[config.mk]
export PLATFORM = sky130hd
export DESIGN_NAME = vec_acc_quant
export DESIGN_NICKNAME = d
export VERILOG_FILES = /design/src/rtl/vec_pkg.sv /design/src/rtl/vec_round_sat.sv /design/src/rtl/vec_acc_quant.sv
export SDC_FILE = /design/constraint.sdc
export NUM_CORES = 1
export LEC_CHECK = 0
export BUFFER_PORTS_ARGS = -buffer_cell sky130_fd_sc_hd__buf_4
export CAP_MARGIN = 20
export CORE_MARGIN = 4
export CORE_UTILIZATION = 28
export CTS_CLUSTER_DIAMETER = 40
export DETAILED_ROUTE_END_ITERATION = 12
export HOLD_SLACK_MARGIN = 0.1
export SYNTH_ARGS = -nofsm -noshare
export SYNTH_HDL_FRONTEND = slang
export SYNTH_SLANG_ARGS = --single-unit
[constraint.sdc]
create_clock -name clk -period 8.6 [get_ports clk]
set_clock_uncertainty 0.05 [all_clocks]
set_input_delay 0 -clock clk [delete_from_list [all_inputs] [get_ports clk]]
set_output_delay 0 -clock clk [all_outputs]
set_load 0.05 [all_outputs]
[src/rtl/vec_pkg.sv]
// Shared widths, types and the round/saturate helper for the vec_mul accumulator stage.
// Purely combinational helpers. No latency and no handshake.
package vec_pkg;

    localparam int C          = 9;
    localparam int W_X        = 8;
    localparam int W_K        = 8;
    localparam int MAX_CHUNKS = 16;
    localparam int W_OUT      = 8;

    function automatic int calc_w_y(input int c, input int wx, input int wk);
        return wx + wk + $clog2(c);
    endfunction

    function automatic int calc_w_acc(input int wy, input int max_chunks);
        return wy + $clog2(max_chunks);
    endfunction

    localparam int W_Y   = calc_w_y(C, W_X, W_K);
    localparam int W_ACC = calc_w_acc(W_Y, MAX_CHUNKS);
    localparam int W_N   = $clog2(MAX_CHUNKS + 1);
    localparam int W_SH  = $clog2(W_ACC);

    typedef logic signed [W_Y-1:0]   y_t;
    typedef logic signed [W_ACC-1:0] acc_t;
    typedef logic signed [W_OUT-1:0] out_t;
    typedef logic        [W_N-1:0]   nch_t;
    typedef logic        [W_SH-1:0]  sh_t;

    // Saturation bounds held at the one-bit-wider rounding width.
    localparam logic signed [W_ACC:0] SAT_HI = (W_ACC+1)'((2 ** (W_OUT - 1)) - 1);
    localparam logic signed [W_ACC:0] SAT_LO = ~SAT_HI;

    // Round half up, arithmetic shift, optional clamp of negatives, then saturate.
    // The extra bit keeps acc + 2^(s-1) from wrapping at the top of the range.
    function automatic out_t round_sat(input acc_t a, input sh_t s, input logic relu);
        logic signed [W_ACC:0] t;
        logic signed [W_ACC:0] bias;
        bias = '0;
        if (s != '0)
            bias[s - sh_t'(1)] = 1'b1;
        t = $signed({a[W_ACC-1], a}) + bias;
        t = t >>> s;
        if (relu && (t < 0))
            t = '0;
        if (t > SAT_HI)
            return out_t'(SAT_HI);
        if (t < SAT_LO)
            return out_t'(SAT_LO);
        return out_t'(t);
    endfunction

endpackage

[src/rtl/vec_round_sat.sv]
// Quantises an accumulated sum to W_OUT bits. Negative clamp when VEC_ACC_QUANT_RELU_EN is defined.
// Combinational, zero latency. No handshake.
module vec_round_sat
    import vec_pkg::*;
(
    input  logic signed [W_ACC-1:0] acc,
    input  logic        [W_SH-1:0]  shift,
    output logic signed [W_OUT-1:0] out_data
);

`ifdef VEC_ACC_QUANT_RELU_EN
    localparam logic RELU = 1'b1;
`else
    localparam logic RELU = 1'b0;
`endif

    assign out_data = round_sat(acc, shift, RELU);

endmodule

[src/rtl/vec_acc_quant.sv]
// Accumulates num_chunks partial dot products, then rounds, shifts and saturates (RELU via VEC_ACC_QUANT_RELU_EN).
// Latency: result valid one cycle after the last beat of a group; one result per cycle when N=1.
// Backpressure: a held result drops pe_enable, which freezes vec_mul and this stage's state.
module vec_acc_quant
    import vec_pkg::*;
(
    input  logic                    clk,
    input  logic                    rst,
    input  logic                    in_valid,
    input  logic signed [W_Y-1:0]   y,
    input  logic        [W_N-1:0]   num_chunks,
    input  logic        [W_SH-1:0]  shift,
    output logic                    pe_enable,
    output logic                    out_valid,
    input  logic                    out_ready,
    output logic signed [W_OUT-1:0] out_data,
    output logic                    busy
);

    acc_t acc;
    nch_t cnt;
    nch_t n_lat;
    sh_t  s_lat;

    logic accept;
    logic first;
    logic last;
    nch_t cnt_inc;
    nch_t n_eff;
    sh_t  s_eff;
    acc_t acc_next;
    out_t quant;

    assign pe_enable = !(out_valid && !out_ready);
    assign accept    = in_valid && pe_enable;
    assign first     = (cnt == '0);
    assign cnt_inc   = cnt + nch_t'(1);
    assign busy      = !first;

    // Group parameters come straight from the ports on the first beat, from the latches after that.
    always_comb begin
        n_eff = n_lat;
        s_eff = s_lat;
        if (first) begin
            n_eff = (num_chunks == '0) ? nch_t'(1) : num_chunks;
            s_eff = (shift > sh_t'(W_ACC - 1)) ? sh_t'(W_ACC - 1) : shift;
        end
    end

    assign acc_next = (first ? acc_t'(0) : acc) + acc_t'(y);
    assign last     = (cnt_inc == n_eff);

    vec_round_sat u_round_sat (
        .acc      (acc_next),
        .shift    (s_eff),
        .out_data (quant)
    );

    always_ff @(posedge clk) begin
        if (rst) begin
            acc       <= '0;
            cnt       <= '0;
            n_lat     <= '0;
            s_lat     <= '0;
            out_valid <= 1'b0;
            out_data  <= '0;
        end else begin
            if (out_valid && out_ready)
                out_valid <= 1'b0;
            if (accept) begin
                if (first) begin
                    n_lat <= n_eff;
                    s_lat <= s_eff;
                end
                // A last beat in the same cycle as a transfer overrides the clear above.
                if (last) begin
                    cnt       <= '0;
                    out_data  <= quant;
                    out_valid <= 1'b1;
                end else begin
                    cnt <= cnt_inc;
                    acc <= acc_next;
                end
            end
        end
    end

endmodule
==> results by group <==
Outcome
  – Outcome: finished, final reports clean

Logic synthesis
  – Sequential-to-total area share from yosys stat: 0.143
  – Synth Area in Compound Gates: 0.335
  – Post-Synth Simple-Gate Area: 0.280
  – Mapped Cells: 962
  – EDFF count, synth: 0
  – Yosys top cell area share: 0.143
  – Seq cells post-synth: 48
  – Multiplexer share of the synthesized area: 0.0474
  – Largest family of logic cells by synthesized area: compound AO/OA/AOI/OAI gates
  – Area share of xor/xnor cells in the synthesized design: 0.0592
  – Warnings from Yosys: 0
  – Area leader, netlist: dfxtp_1
  – FFs w/ async S/R, synth: 0
  – Count of cell types in the netlist: 86
  – Ranking of synthesized cells by area: dfxtp_1 14%, ha_1 9.2%, nand2_1 8.2%, a21oi_1 7.8%, nor2_1 6.0%
  – Syn Nets: 1047
  – Syn avg cell area: 6.96 µm²
  – Top FF cell, synth: dfxtp_1
  – Post-Syn Area: 6700 µm²
  – Post-Synth Adder-Cell Area: 0.0975

Worst setup path
  – FF-to-FF Start: cnt[0]
  – Critical Path Source Type: register
  – Critical R2R Capture: out_data[6]
  – Worst endpoint data arrival time: 7.95 ns
  – Critical-path maximum fanout: 21
  – Reg2reg setup slack: 0.82 ns
  – Crit Path Category: reg -> reg
  – CP peak stage delay: 0.53 ns
  – Worst endpoint required time: 8.78 ns
  – Reg2Reg Depth: 32
  – Slowest cell on crit path: a221oi_1
  – Endpoint class of the critical path: register

Route
  – Avg WL per Cell: 16.1 µm
  – Initial DRT Pass Iterations: 5
  – Via density: 5.54
  – DRC violations left: 0
  – DR vias: 7233
  – DRT iter0 DRCs: 585
  – Total Wirelength: 21.0 mm
  – Detail Route Antenna Nets: 0

Final layout
  – Finished Cell Area: 7560 µm²
  – Fraction of layout cells with a size suffix above 1: 0.101
  – Layout net count: 1071
  – Most common cell after layout, fill and taps aside: nand2_1
  – Commonest cells after routing, fill and taps aside: 147 x nand2_1, 107 x nor2_1, 104 x a21oi_1, 53 x buf_4, 49 x ha_1
  – Antenna cells: 0
  – Area Growth Syn to Fin: 12.9%

Pwr
  – Peak supply drop: 0.0000809 V
  – Pwr/cell area: 171 nW/µm²
  – Total power: 1290 µW
  – P_leak: 0.00312 µW

Global route
  – Vias in the first global route: 6882
  – Remaining Overflow, GRT: 0
  – Initial antenna violation count: 0
  – Global-route wire length before repair: 34.7 mm
  – Largest net degree at the start of global routing: 49
  – GRT Overall Usage: 0.155

Min path
  – Hold EP: s_lat[3]
  – Worst hold path class: in -> reg
  – Hold Path Origin: shift[3]
  – Worst hold stages: 5

Clock network
  – Post-CTS setup buffer count: 0
  – Post-CTS resize count: 0
  – Clock-pin slew on the worst setup and hold paths: 0.07 ns
  – CTS HTree Levels: 2
  – Total CTS buffers: 5
  – Clock Sinks: 48
  – # hold bufs at CTS: 8
  – CTS tree: yes
  – Root Driver: clkbuf_16
  – Clk_lat worst skew: 0.30 ns
  – Clock buffer depth: 2

Timing
  – Final worst path period need: 7.78 ns
  – Max Slew Vio Count: 0
  – Hold_ws: 0.110 ns
  – Final setup TNS: 0 ns
  – Endpoints failing setup: 0
  – Post-route setup slack: 0.825 ns
  – Fin crit share: 0.904
  – Fmax: 129 MHz
  – Max-slew headroom: 0.410
  – Worst-Margin Slew: 0.862 ns
  – Final hold violation count: 0
  – RSZ-0062 raised after global routing: false

Placement
  – Post-DP Area: 7330 µm²
  – PortBufs: 44
  – GP Congestion: 0.924
  – DPL Wire Length: 16.1 mm
  – Pre-CTS setup slack: 0.955 ns

Flow run
  – Max Cap Violations: 0

Floorplan
  – Die area: 26500 µm²
  – Num ports: 45
  – Initial Util: 0.285
  – Core Region: 23500 µm²
  – Die W: 163 µm
  – Row Count: 56
  – Die Height: 163 µm
[per-stage QoR]
step                instances   util
floorplan                 962      -
global placement         1290  0.312
detailed placement       1290  0.312
CTS                      1306  0.322
global route             1306  0.322
finish                   1306  0.322
[layer usage]
metal	vias to the layer above	wire, µm	global-route usage
met2	217	9910	0.263
met3	34	972	0.0159
li1	3589	-	-
met1	3393	9590	0.207
met5	-	0	0
met4	0	491	0.0488
[synth_stat cells (21+ instances only)]
master,n
nand3_1,21
nand2_1,147
dfxtp_1,48
and2_1,29
nor2_1,107
o21ai_0,39
a21oi_1,104
xnor2_1,27
nor3_1,26
clkbuf_1,30
mux2i_1,25
o211ai_1,29
ha_1,49
[critical path: cells and delay by family (launching register included)]
kind | cells | cell delay, ns
compound gates | 18 | 4.01
simple gates | 7 | 1.45
fa+ha+maj | 3 | 0.90
buf+inv | 3 | 0.71
flops | 1 | 0.43
xor+xnor | 1 | 0.17
[registers in the layout, indices dropped and copies added (netlist names)]
register / count
s_lat: 5
cnt: 5
out_data: 8
acc: 24
out_valid: 1
n_lat: 5
[how the worst max path moves through the flow]
stage / start / slack [ns] / to
after floorplan: cnt[0] / 0.93 / out_data[2]
after global placement: cnt[0] / 1.03 / out_data[6]
after detailed placement: cnt[0] / 0.95 / out_data[6]
after CTS: cnt[0] / 0.92 / out_data[6]
after global routing: cnt[0] / 0.07 / out_data[6]
final: cnt[0] / 0.82 / out_data[6]
[cell families after synthesis]
group,count (synthesis)
AO/OA/AOI/OAI,328
XOR/XNOR,42
AND/OR/NAND/NOR,399
buffers and inverters,63
multiplexers,31
adder cells (fa/ha/maj),51
flip-flops,48
[final cells by class]
cell class                 instances  area [µm²]
timing repair buffer              61         478
clock inverter                     2        10.0
sequential                        48         961
inverter                          19        71.3
tap                              319         399
clock buffer                       6         139
fill                            2533       15900
multi-input combinational        851        5510
[where the power goes]
| group | total, µW | switching [µW] | leakage [µW] | internal, µW |
|---|---|---|---|---|
| clock | 209 | 93.7 | 0.0000766 | 115 |
| combinational | 829 | 522 | 0.00265 | 307 |
| sequential | 255 | 11.7 | 0.000394 | 243 |
| total | 1290 | 628 | 0.00312 | 665 |
Note: power is estimated with default switching activity, not from simulation.
